File: src/rtl/cjb_arith_arbiter_v.sv
// Two-requester arbiter in front of the combinational cjb_8bit_arith_unit_v.
// Define CJB_ARB_FIXED_PRIO_EN for fixed priority (requester 0 wins ties); default is round-robin.
module cjb_arith_arbiter_v (
    input  logic       Clock,
    input  logic       Reset,
    input  logic       Req0,
    input  logic       Req1,
    input  logic [1:0] Func0,
    input  logic [1:0] Func1,
    input  logic [7:0] X0,
    input  logic [7:0] X1,
    input  logic [7:0] Y0,
    input  logic [7:0] Y1,
    input  logic [1:0] K0,
    input  logic [1:0] K1,
    output logic       Ack0,
    output logic       Ack1,
    output logic [1:0] Grant,
    output logic       Busy,
    output logic [7:0] Result,
    output logic [3:0] CNVZ,
    output logic [1:0] AU_Func_Sel,
    output logic [7:0] AU_Operand_X,
    output logic [7:0] AU_Operand_Y,
    output logic [1:0] AU_Const_K,
    input  logic [7:0] AU_Result,
    input  logic [3:0] AU_CNVZ
);
    localparam int unsigned DW  = 8;
    localparam int unsigned FW  = 2;
    localparam int unsigned KW  = 2;
    localparam int unsigned FLW = 4;

    typedef enum logic [1:0] {IDLE, EXEC, DONE} state_t;

    state_t          state, state_nxt;
    logic            ack0_nxt, ack1_nxt, busy_nxt;
    logic [1:0]      grant_nxt;
    logic [DW-1:0]   result_nxt, au_x_nxt, au_y_nxt;
    logic [FLW-1:0]  cnvz_nxt;
    logic [FW-1:0]   au_func_nxt;
    logic [KW-1:0]   au_k_nxt;
    logic            pick1_c;

`ifdef CJB_ARB_FIXED_PRIO_EN
    assign pick1_c = Req1 & ~Req0;
`else
    // last_grant = 1 means requester 1 was served last, so requester 0 wins a tie
    logic last_grant, last_grant_nxt;
    assign pick1_c = Req1 & (~Req0 | ~last_grant);
`endif

    // Next-state and registered-output values
    always_comb begin
        state_nxt   = state;
        grant_nxt   = Grant;
        busy_nxt    = Busy;
        ack0_nxt    = 1'b0;
        ack1_nxt    = 1'b0;
        result_nxt  = Result;
        cnvz_nxt    = CNVZ;
        au_func_nxt = AU_Func_Sel;
        au_x_nxt    = AU_Operand_X;
        au_y_nxt    = AU_Operand_Y;
        au_k_nxt    = AU_Const_K;
`ifndef CJB_ARB_FIXED_PRIO_EN
        last_grant_nxt = last_grant;
`endif
        case (state)
            IDLE: begin
                if (Req0 || Req1) begin
                    state_nxt   = EXEC;
                    busy_nxt    = 1'b1;
                    grant_nxt   = pick1_c ? 2'b10 : 2'b01;
                    au_func_nxt = pick1_c ? Func1 : Func0;
                    au_x_nxt    = pick1_c ? X1 : X0;
                    au_y_nxt    = pick1_c ? Y1 : Y0;
                    au_k_nxt    = pick1_c ? K1 : K0;
                end
            end
            EXEC: begin
                state_nxt  = DONE;
                result_nxt = AU_Result;
                cnvz_nxt   = AU_CNVZ;
                ack0_nxt   = Grant[0];
                ack1_nxt   = Grant[1];
            end
            DONE: begin
                state_nxt = IDLE;
                grant_nxt = 2'b00;
                busy_nxt  = 1'b0;
`ifndef CJB_ARB_FIXED_PRIO_EN
                last_grant_nxt = Grant[1];
`endif
            end
            default: begin
                state_nxt = IDLE;
                grant_nxt = 2'b00;
                busy_nxt  = 1'b0;
            end
        endcase
    end

    // State and output registers
    always_ff @(posedge Clock or posedge Reset) begin
        if (Reset) begin
            state        <= IDLE;
            Grant        <= 2'b00;
            Busy         <= 1'b0;
            Ack0         <= 1'b0;
            Ack1         <= 1'b0;
            Result       <= '0;
            CNVZ         <= '0;
            AU_Func_Sel  <= '0;
            AU_Operand_X <= '0;
            AU_Operand_Y <= '0;
            AU_Const_K   <= '0;
`ifndef CJB_ARB_FIXED_PRIO_EN
            last_grant   <= 1'b1;
`endif
        end else begin
            state        <= state_nxt;
            Grant        <= grant_nxt;
            Busy         <= busy_nxt;
            Ack0         <= ack0_nxt;
            Ack1         <= ack1_nxt;
            Result       <= result_nxt;
            CNVZ         <= cnvz_nxt;
            AU_Func_Sel  <= au_func_nxt;
            AU_Operand_X <= au_x_nxt;
            AU_Operand_Y <= au_y_nxt;
            AU_Const_K   <= au_k_nxt;
`ifndef CJB_ARB_FIXED_PRIO_EN
            last_grant   <= last_grant_nxt;
`endif
        end
    end
endmodule

File: config.mk
export PLATFORM = sky130hd
export DESIGN_NAME = cjb_arith_arbiter_v
export DESIGN_NICKNAME = d
export VERILOG_FILES = /design/src/rtl/cjb_arith_arbiter_v.sv
export SDC_FILE = /design/constraint.sdc
export NUM_CORES = 1
export LEC_CHECK = 0
export BUFFER_PORTS_ARGS = -buffer_cell sky130_fd_sc_hd__clkbuf_2
export CAP_MARGIN = 25
export CORE_UTILIZATION = 47
export CTS_CLUSTER_DIAMETER = 100
export DETAILED_ROUTE_END_ITERATION = 7
export HOLD_SLACK_MARGIN = 0.1
export PLACE_DENSITY = 0.9
export SYNTH_ARGS = -nofsm -noshare
export SYNTH_HDL_FRONTEND = slang
export SYNTH_SLANG_ARGS = --single-unit
File: constraint.sdc
create_clock -name Clock -period 3 [get_ports Clock]
set_input_delay 0.6 -clock Clock [delete_from_list [all_inputs] [get_ports Clock]]
set_output_delay 0.6 -clock Clock [all_outputs]
set_load 0.02 [all_outputs]
# --- After elaboration in Yosys (flattened, before gate mapping) ---
# Cells that the tools add are included.
totals:
  elab_cells: 37
  input_bits: 56
  out_inout_bits: 37
  reg_bits: 40
op_classes:
  bitwise_logic: 5
  muxes: 13
  eq_ne: 3
  n_reduce_logical: 4
ops:
  columns: ["cell", "count"]
  rows:
  - ["$mux W8", 2]
  - ["$mux W2", 5]
  - ["$pmux W2 S2", 2]
  - ["$reduce_and A2 Y1", 2]
  - ["$mux W1", 3]
  - ["$not A1 Y1", 3]
  - ["$eq A2 B1 Y1 const B", 1]
  - ["$eq A2 B2 Y1 const B", 1]
  - ["$logic_not A2 Y1", 1]
  - ["$ne A2 B2 Y1 const B", 1]
  - ["$pmux W1 S2", 1]
  - ["$and A1 B1 Y1", 1]
  - ["$logic_or A1 B1 Y1", 1]
  - ["$or A1 B1 Y1", 1]

# --- Logic depth before layout (Yosys ltp) ---
# Gate-level depths: netlist (run 1).
logic_depth:
  ltp_word: 6
  depth_mapped: 5
  ltp_nobuf: 4

# --- Least setup slack after synthesis (run 1) ---
# No wires, ideal clock.
synth_path:
  kind: "in2reg"
  start: "input port Req1"
  end: "register AU_Const_K[0]"
  t_arrival_ns: 1.233
  setup_ns: 0.126
  n_path_buf: 1
  slack_ns: 1.641
  stages: 4
  required_ns: 2.874
  cell_sequence: "nand2b_1 -> and3_4 -> buf_6 -> a221o_1"
synth_via:
  elab_chain_len: 2
  word_cells_on_any_way: 4
  classes_between: "mux: 1; bitwise: 1; reduce/logical: 2"
synth_lines:
  columns: ["item", "line_no", "text"]
  rows:
  - ["start: declaration", "7", "input logic Req1,"]
  - ["$and A1 B1 Y1 / $logic_or A1 B1 Y1 (equally long branches)", "50, 71", null]
  - ["$mux W2 / $reduce_and A2 Y1 (equally long branches)", null, null]
  - ["end signal: assignment", "132", "AU_Const_K <= au_k_nxt;"]
  - ["end: declaration", "25", "output logic [1:0] AU_Const_K,"]
# Parallel ways exist; a longest one is shown, timed or not.
# A chain may end at the register's enable or synchronous reset.

# --- Final worst setup path (run 1) ---
layout_path:
  start: "register state[0]"
  end: "register AU_Const_K[1]"
layout_via:
  elab_chain_len: 2
layout_lines:
  columns: ["item", "line_no", "text"]
  rows:
  - ["start: declaration", "36", "state_t state, state_nxt;"]
  - ["start signal: assignment", "122", "state <= state_nxt;"]
  - ["$logic_not A2 Y1", "69", "case (state)"]
  - ["$reduce_and A2 Y1 (no source line)", null, null]
# Every way passes these cells.

==> results.cfg, run 1 <==
[status]
run_status = completed

[logic_synthesis]
combinational_family_with_the_most_area_after_synthesis = compound AO/OA/AOI/OAI gates
synth_fp_nets = 183
muxShareOfSynthArea_pct = 9.52
yosys_warnings = 0
syn-cell-area_um2 = 1740
synth_adder_area_share_pct = 0
synthTopCellsByArea = dfrtp_1 (56%), a221o_1 (12%), and3_1 (7.2%)
ys_seq_area_share_pct = 57.8
synth_seq_cells = 40
synth_top_area_share_pct = 56.2
synth-xor-area-share_pct = 0
syn_inst = 127
post_synth.cell_area_avg_um2 = 13.7
synth-simple-area-share_pct = 9.81
synth-compound-area-share_pct = 15.5
netlist.top_cell.by_area = dfrtp_1
synthDistinctLibCells = 24

[global_route]
grt_max_degree = 41
globalRouteOverflowTotal = 0
grtUsageTotal_pct = 21.9
first_global_vias = 1380
grt_first_pass_wirelength_um = 6520
antenna_found_initial = 0

[clocking]
postcts_setup_bufs = 0
clkSlewWorstSetupHoldPaths_ns = 0.07
clock_tree.root_cell = clkbuf_8
cts-buffers-inserted = 5
clk_path_buf_depth = 2
cts.sinks = 40
cts_max_level = 2
holdBufCountCts = 0
worst_skew_pair.late_latency_ns = 0.29
postCtsResizedCells = 0
cts_tree = yes

[critical_path]
timing.critical_path.cells = a211oi_2 -> and3_1 -> a221o_1
critPathBufInv = 0
worstRegToRegCells = 3
worstSetupStartpoint = state[0]
worstSetupStartpointType = flop
setup.worst_path.class = reg2reg
cp.arrival_ns = 1.97
regToRegStartpoint = state[0]
r2r_end = AU_Const_K[1]
regToRegSetupSlack_ns = 1.26
worstPathRequired_ns = 3.22
slowest_delay_ns = 0.82
critical_path.endpoint_type = flop
crit_path_top_delay_cell = a211oi_2
worstPathMaxFanout = 20
cpLargestDelayFamily = compound AO/OA/AOI/OAI gates

[drt]
drcViolationCount = 0
detail-route-antenna-nets = 0
post_drt_wl_per_cell_um = 14.6
drt_pre_antenna_iters = 4
via_per_inst = 5.11
postRouteWirelength_um = 3860
drt_iter0_markers = 126
routed_vias = 1349

[timing]
timing.setup.tns_ns = 0
setup_viol = 0
finalHoldViolations = 0
fmaxAchievable_ghz = 0.574
tightest_slew_ns = 0.932
maxSlewViolCount = 0
grt_setup_unrepaired = no
min_period_over_period_pct = 58.0
layout_min_cycle_time_ns = 1.74
final.setup.worst_slack_ns = 1.26
relSlewSlack_pct = 37.8
finalClockSkew_ns = 0.00368

[placement]
place.detailed.instances = 256
hpwlAfterDp_um = 2810
pre_cts_slack_ns = 0.982
globalplace.congestion = 0.772
placement.io_buffers = 92

[die]
chipWidth_um = 62.8
io_pins = 93
start_util_pct = 50.4
placement_rows = 21
area_of_the_die_um2 = 3940
die_h_um = 62.8
core_um2 = 3440

[cells_and_area]
multi_input_comb_area_um2 = 604
layout_net_count = 273
layout-area-overhead-vs-synth_pct = 31.9
mostFrequentLayoutCells = clkbuf_2 (92), dfrtp_1 (39), and3_1 (20), a221o_1 (20), mux2_4 (8)
regArea_um2 = 1000
fin_cells = 264
layout-drive-gt1-share_pct = 55.5
fillers = 266
insertedDiodeCount = 0
mostFrequentLayoutCell = clkbuf_2

[flow_run]
timing.max_cap.violations = 0

[hold_path]
hp-class = in2async

[power]
cellPowerDensity_nw_per_um2 = 1170
vdd_drop_max_uv = 508
cellLeakagePower_uw = 0.00127
==> Yosys cell counts <==
library cell and n:
dfrtp_1 39, a221o_1 20, and3_1 20, buf_6 8
mux2_4 8, inv_1 6, mux2_2 4, o21ai_0 4
a21oi_1 2, inv_2 2, a211o_2 1, a211oi_2 1
and2_1 1, and3_4 1, clkbuf_1 1, clkbuf_2 1
dfstp_2 1, nand2_1 1, nand2b_1 1, nand3b_1 1
nor2_1 1, nor2_2 1, o21ai_2 1, o31ai_1 1
==> worst max path at each step <==
| stage | endpoint | slack [ns] | cells past startpoint |
|---|---|---|---|
| after global routing | AU_Operand_X[6] | 1.12 | 3 |
| after CTS | AU_Const_K[1] | 1.26 | 3 |
| after global placement | Busy | 1.02 | 3 |
| after floorplan | AU_Const_K[0] | 1.48 | 1 |
| after detailed placement | AU_Const_K[1] | 0.98 | 4 |
| final | AU_Const_K[1] | 1.26 | 3 |
==> worst register-to-register path, stage by stage, from the launching register on <==
cell and delay, ns:
dfrtp_1 0.48, a211oi_2 0.82, and3_1 0.27, a221o_1 0.12
==> cells by family after synthesis <==
group / count (synthesis)
AO/OA/AOI/OAI: 30
buffers and inverters: 18
flip-flops: 40
multiplexers: 12
AND/OR/NAND/NOR: 27
==> power breakdown <==
part	total, uW	internal [uW]	switching, uW
sequential	980	807	174
combinational	1220	534	687
clock	468	293	175
==> state kept, by name, indices dropped and copies added (netlist names), 2 cells and up <==
| register | cells |
|---|---|
| AU_Operand_X | 8 |
| AU_Operand_Y | 8 |
| state | 2 |
| Grant | 2 |
| CNVZ | 4 |
| Result | 8 |
| AU_Const_K | 2 |
| AU_Func_Sel | 2 |
==> cell type report <==
class | instances | area share [%]
flip-flops and latches | 40 | 43.8
multi-input cells | 69 | 26.4
repair buffers | 93 | 20.4
clock buffers | 7 | 4.21
well taps | 46 | 2.52
clock inverters | 1 | 1.31
inverters | 8 | 1.31
==> per-stage QoR <==
step	utilization, %	power, uW	cell area, um2	hold slack, ns
2_1_floorplan	-	1920	1740	0.488
3_3_place_gp	62.8	2170	2160	0.489
3_5_place_dp	62.8	2210	2160	0.496
4_1_cts	66.5	2690	2290	0.414
5_1_grt	66.5	2840	2290	0.442
6_report	66.5	2670	2290	0.398
==> routing by layer <==
| metal | share of wire (%) | vias up | track usage (%) |
|---|---|---|---|
| met5 | 0 | - | 0 |
| met4 | 1.7 | 0 | 9.30 |
| met3 | 5.9 | 6 | 5.66 |
| met2 | 47 | 62 | 34.2 |
| met1 | 45 | 624 | 28.9 |
| li1 | - | 657 | - |
No activity file was read; power rests on OpenSTA's default activity.
==> inputs of run 2 (changes only) <==
Settings changed: CORE_UTILIZATION 47 to 40, PLACE_DENSITY 0.9 to 0.83.
Clock period 3 ns to 1.5 ns, I/O delays scaled along.
==> results.cfg, run 2 (same netlist as run 1, synthesis figures left out) <==
[cells_and_area]
largest_registers = AU_Operand_X (8), AU_Operand_Y (8), Result (8)
layout-area-overhead-vs-synth_pct = 36.3
mostFrequentLayoutCells = clkbuf_2 (92), dfrtp_1 (37), and3_1 (20), a221o_1 (20), mux2_4 (8)
insertedDiodeCount = 0
layout_net_count = 282
final_design_area_no_fill_um2 = 2360
layout-drive-gt1-share_pct = 56.8
final_util_pct = 57.9
mostFrequentLayoutCell = clkbuf_2

[drt]
detail-route-antenna-nets = 0
drcViolationCount = 0
postRouteWirelength_um = 4090
top_signal_layer_used = met4
post_drt_wl_per_cell_um = 14.8
drt-met1-wl_um = 1720
drt_pre_antenna_iters = 4
via_per_inst = 5.04
drt_iter0_markers = 67
routed_vias = 1396
routed_wire_length_on_met3_um = 256
met2WireLength_um = 2050

[global_route]
grtUsageTotal_pct = 17.9
grt_max_degree = 41
grt_first_pass_wirelength_um = 6020
first_global_vias = 1415
globalRouteOverflowTotal = 0
antenna_found_initial = 0

[critical_path]
critical_path.most_common_cell = buf_4
timing.critical_path.cells = buf_4 -> nor2_4 -> o21ai_2 -> buf_4 -> a221o_1
worstPathMaxFanout = 12
worstSetupStartpointType = flop
cp.arrival_ns = 1.62
setup.worst_path.class = reg2reg
slowest_delay_ns = 0.44
crit_path_top_delay_cell = dfrtp_2
critical_path.endpoint_type = flop
worstPathRequired_ns = 1.67

[timing]
min_period_over_period_pct = 96.8
finalClockSkew_ns = 0.00243
timing.setup.tns_ns = 0
fmaxAchievable_ghz = 0.689
finalHoldViolations = 0
maxSlewViolCount = 0
relSlewSlack_pct = 60.5
worst_hold_slack_ns = 0.240
tightest_slew_ns = 0.592
setup_viol = 0
layout_min_cycle_time_ns = 1.45

[placement]
place_area_um2 = 2230
placement.io_buffers = 92
globalplace.congestion = 0.720
hpwlAfterDp_um = 2940

[power]
cellPowerDensity_nw_per_um2 = 2250
cellLeakagePower_uw = 0.00130
vdd_drop_max_uv = 975
post-layout-total-power_uw = 5320

[clocking]
clock_tree.root_cell = clkbuf_8
postcts_setup_bufs = 0
cts.sinks = 40
clk_path_buf_depth = 2
clkSlewWorstSetupHoldPaths_ns = 0.07
worst_skew_pair.late_latency_ns = 0.29
cts_max_level = 2
cts-buffers-inserted = 5
cts_tree = yes

[hold_path]
hp-class = in2reg

[die]
area_of_the_die_um2 = 4610
core_um2 = 4090
chipWidth_um = 67.9
io_pins = 93
start_util_pct = 42.5
die_h_um = 67.9
placement_rows = 23

[status]
run_status = completed

[flow_run]
timing.max_cap.violations = 0
[run 2: cell types whose count changed in the layout (fill, tap and decap cells not counted), moves of 2 or more]
cell,previous run,this run
dfrtp_2,0,2
clkbuf_1,0,2
buf_4,1,7
dfrtp_1,39,37
[run 2: cell type report]
| type | count | area (um2) |
|---|---|---|
| repair buffers | 101 | 543 |
| fillers | 366 | 1720 |
| well taps | 50 | 62.6 |
| clock buffers | 8 | 90.1 |
| inverters | 8 | 35.0 |
| multi-input cells | 70 | 629 |
| flip-flops and latches | 40 | 1000 |
[run 2: timing repair]
action                     4_1_cts  5_1_grt
hold endpoints to repair        39        0
setup endpoints to repair       23       19
gates resized for setup          2        4
hold buffers                     1        0
pin swaps                        0        1
gates cloned                     0        1
[run 2: power by group]
group	internal [uW]	leakage, uW	switching, uW
sequential	1620	0.000483	349
combinational	1190	0.000768	1440
clock	375	0.0000455	337
total	3190	0.00130	2130
[run 2: worst max-delay path, delay by kind of cell (launching register included)]
kind,cells,cell delay (ns)
buf+inv,2,0.35
flops,1,0.44
compound gates,2,0.43
simple gates,1,0.11
[run 2: routing by layer]
layer  global-route usage, %  vias up
met3                    5.67       12
met2                    30.3       57
met1                    21.2      651
met5                       0        -
met4                    7.03        0
li1                        -      676
[run 2: path summary, 6_finish.rpt]
path | cells after the start | startpoint | slack (ns) | end
setup / recovery | 5 | state[0] | 0.05 | AU_Operand_X[1]
hold / removal | 2 | Y0[0] | 0.24 | AU_Operand_Y[0]
setup reg to reg | 5 | state[0] | 0.05 | AU_Operand_X[1]
hold reg to reg | 1 | CNVZ[2] | 0.51 | CNVZ[2]
max in group asynchronous | 4 | Reset | 0.66 | last_grant
min in group asynchronous | 4 | Reset | 0.60 | Result[2]
[run 2: stage by stage]
stage	worst slack, ns	cells
2_1_floorplan	0.222	127
3_3_place_gp	-0.0808	267
3_5_place_dp	-0.197	267
4_1_cts	0.0342	276
5_1_grt	-0.00202	277
6_report	0.0484	277
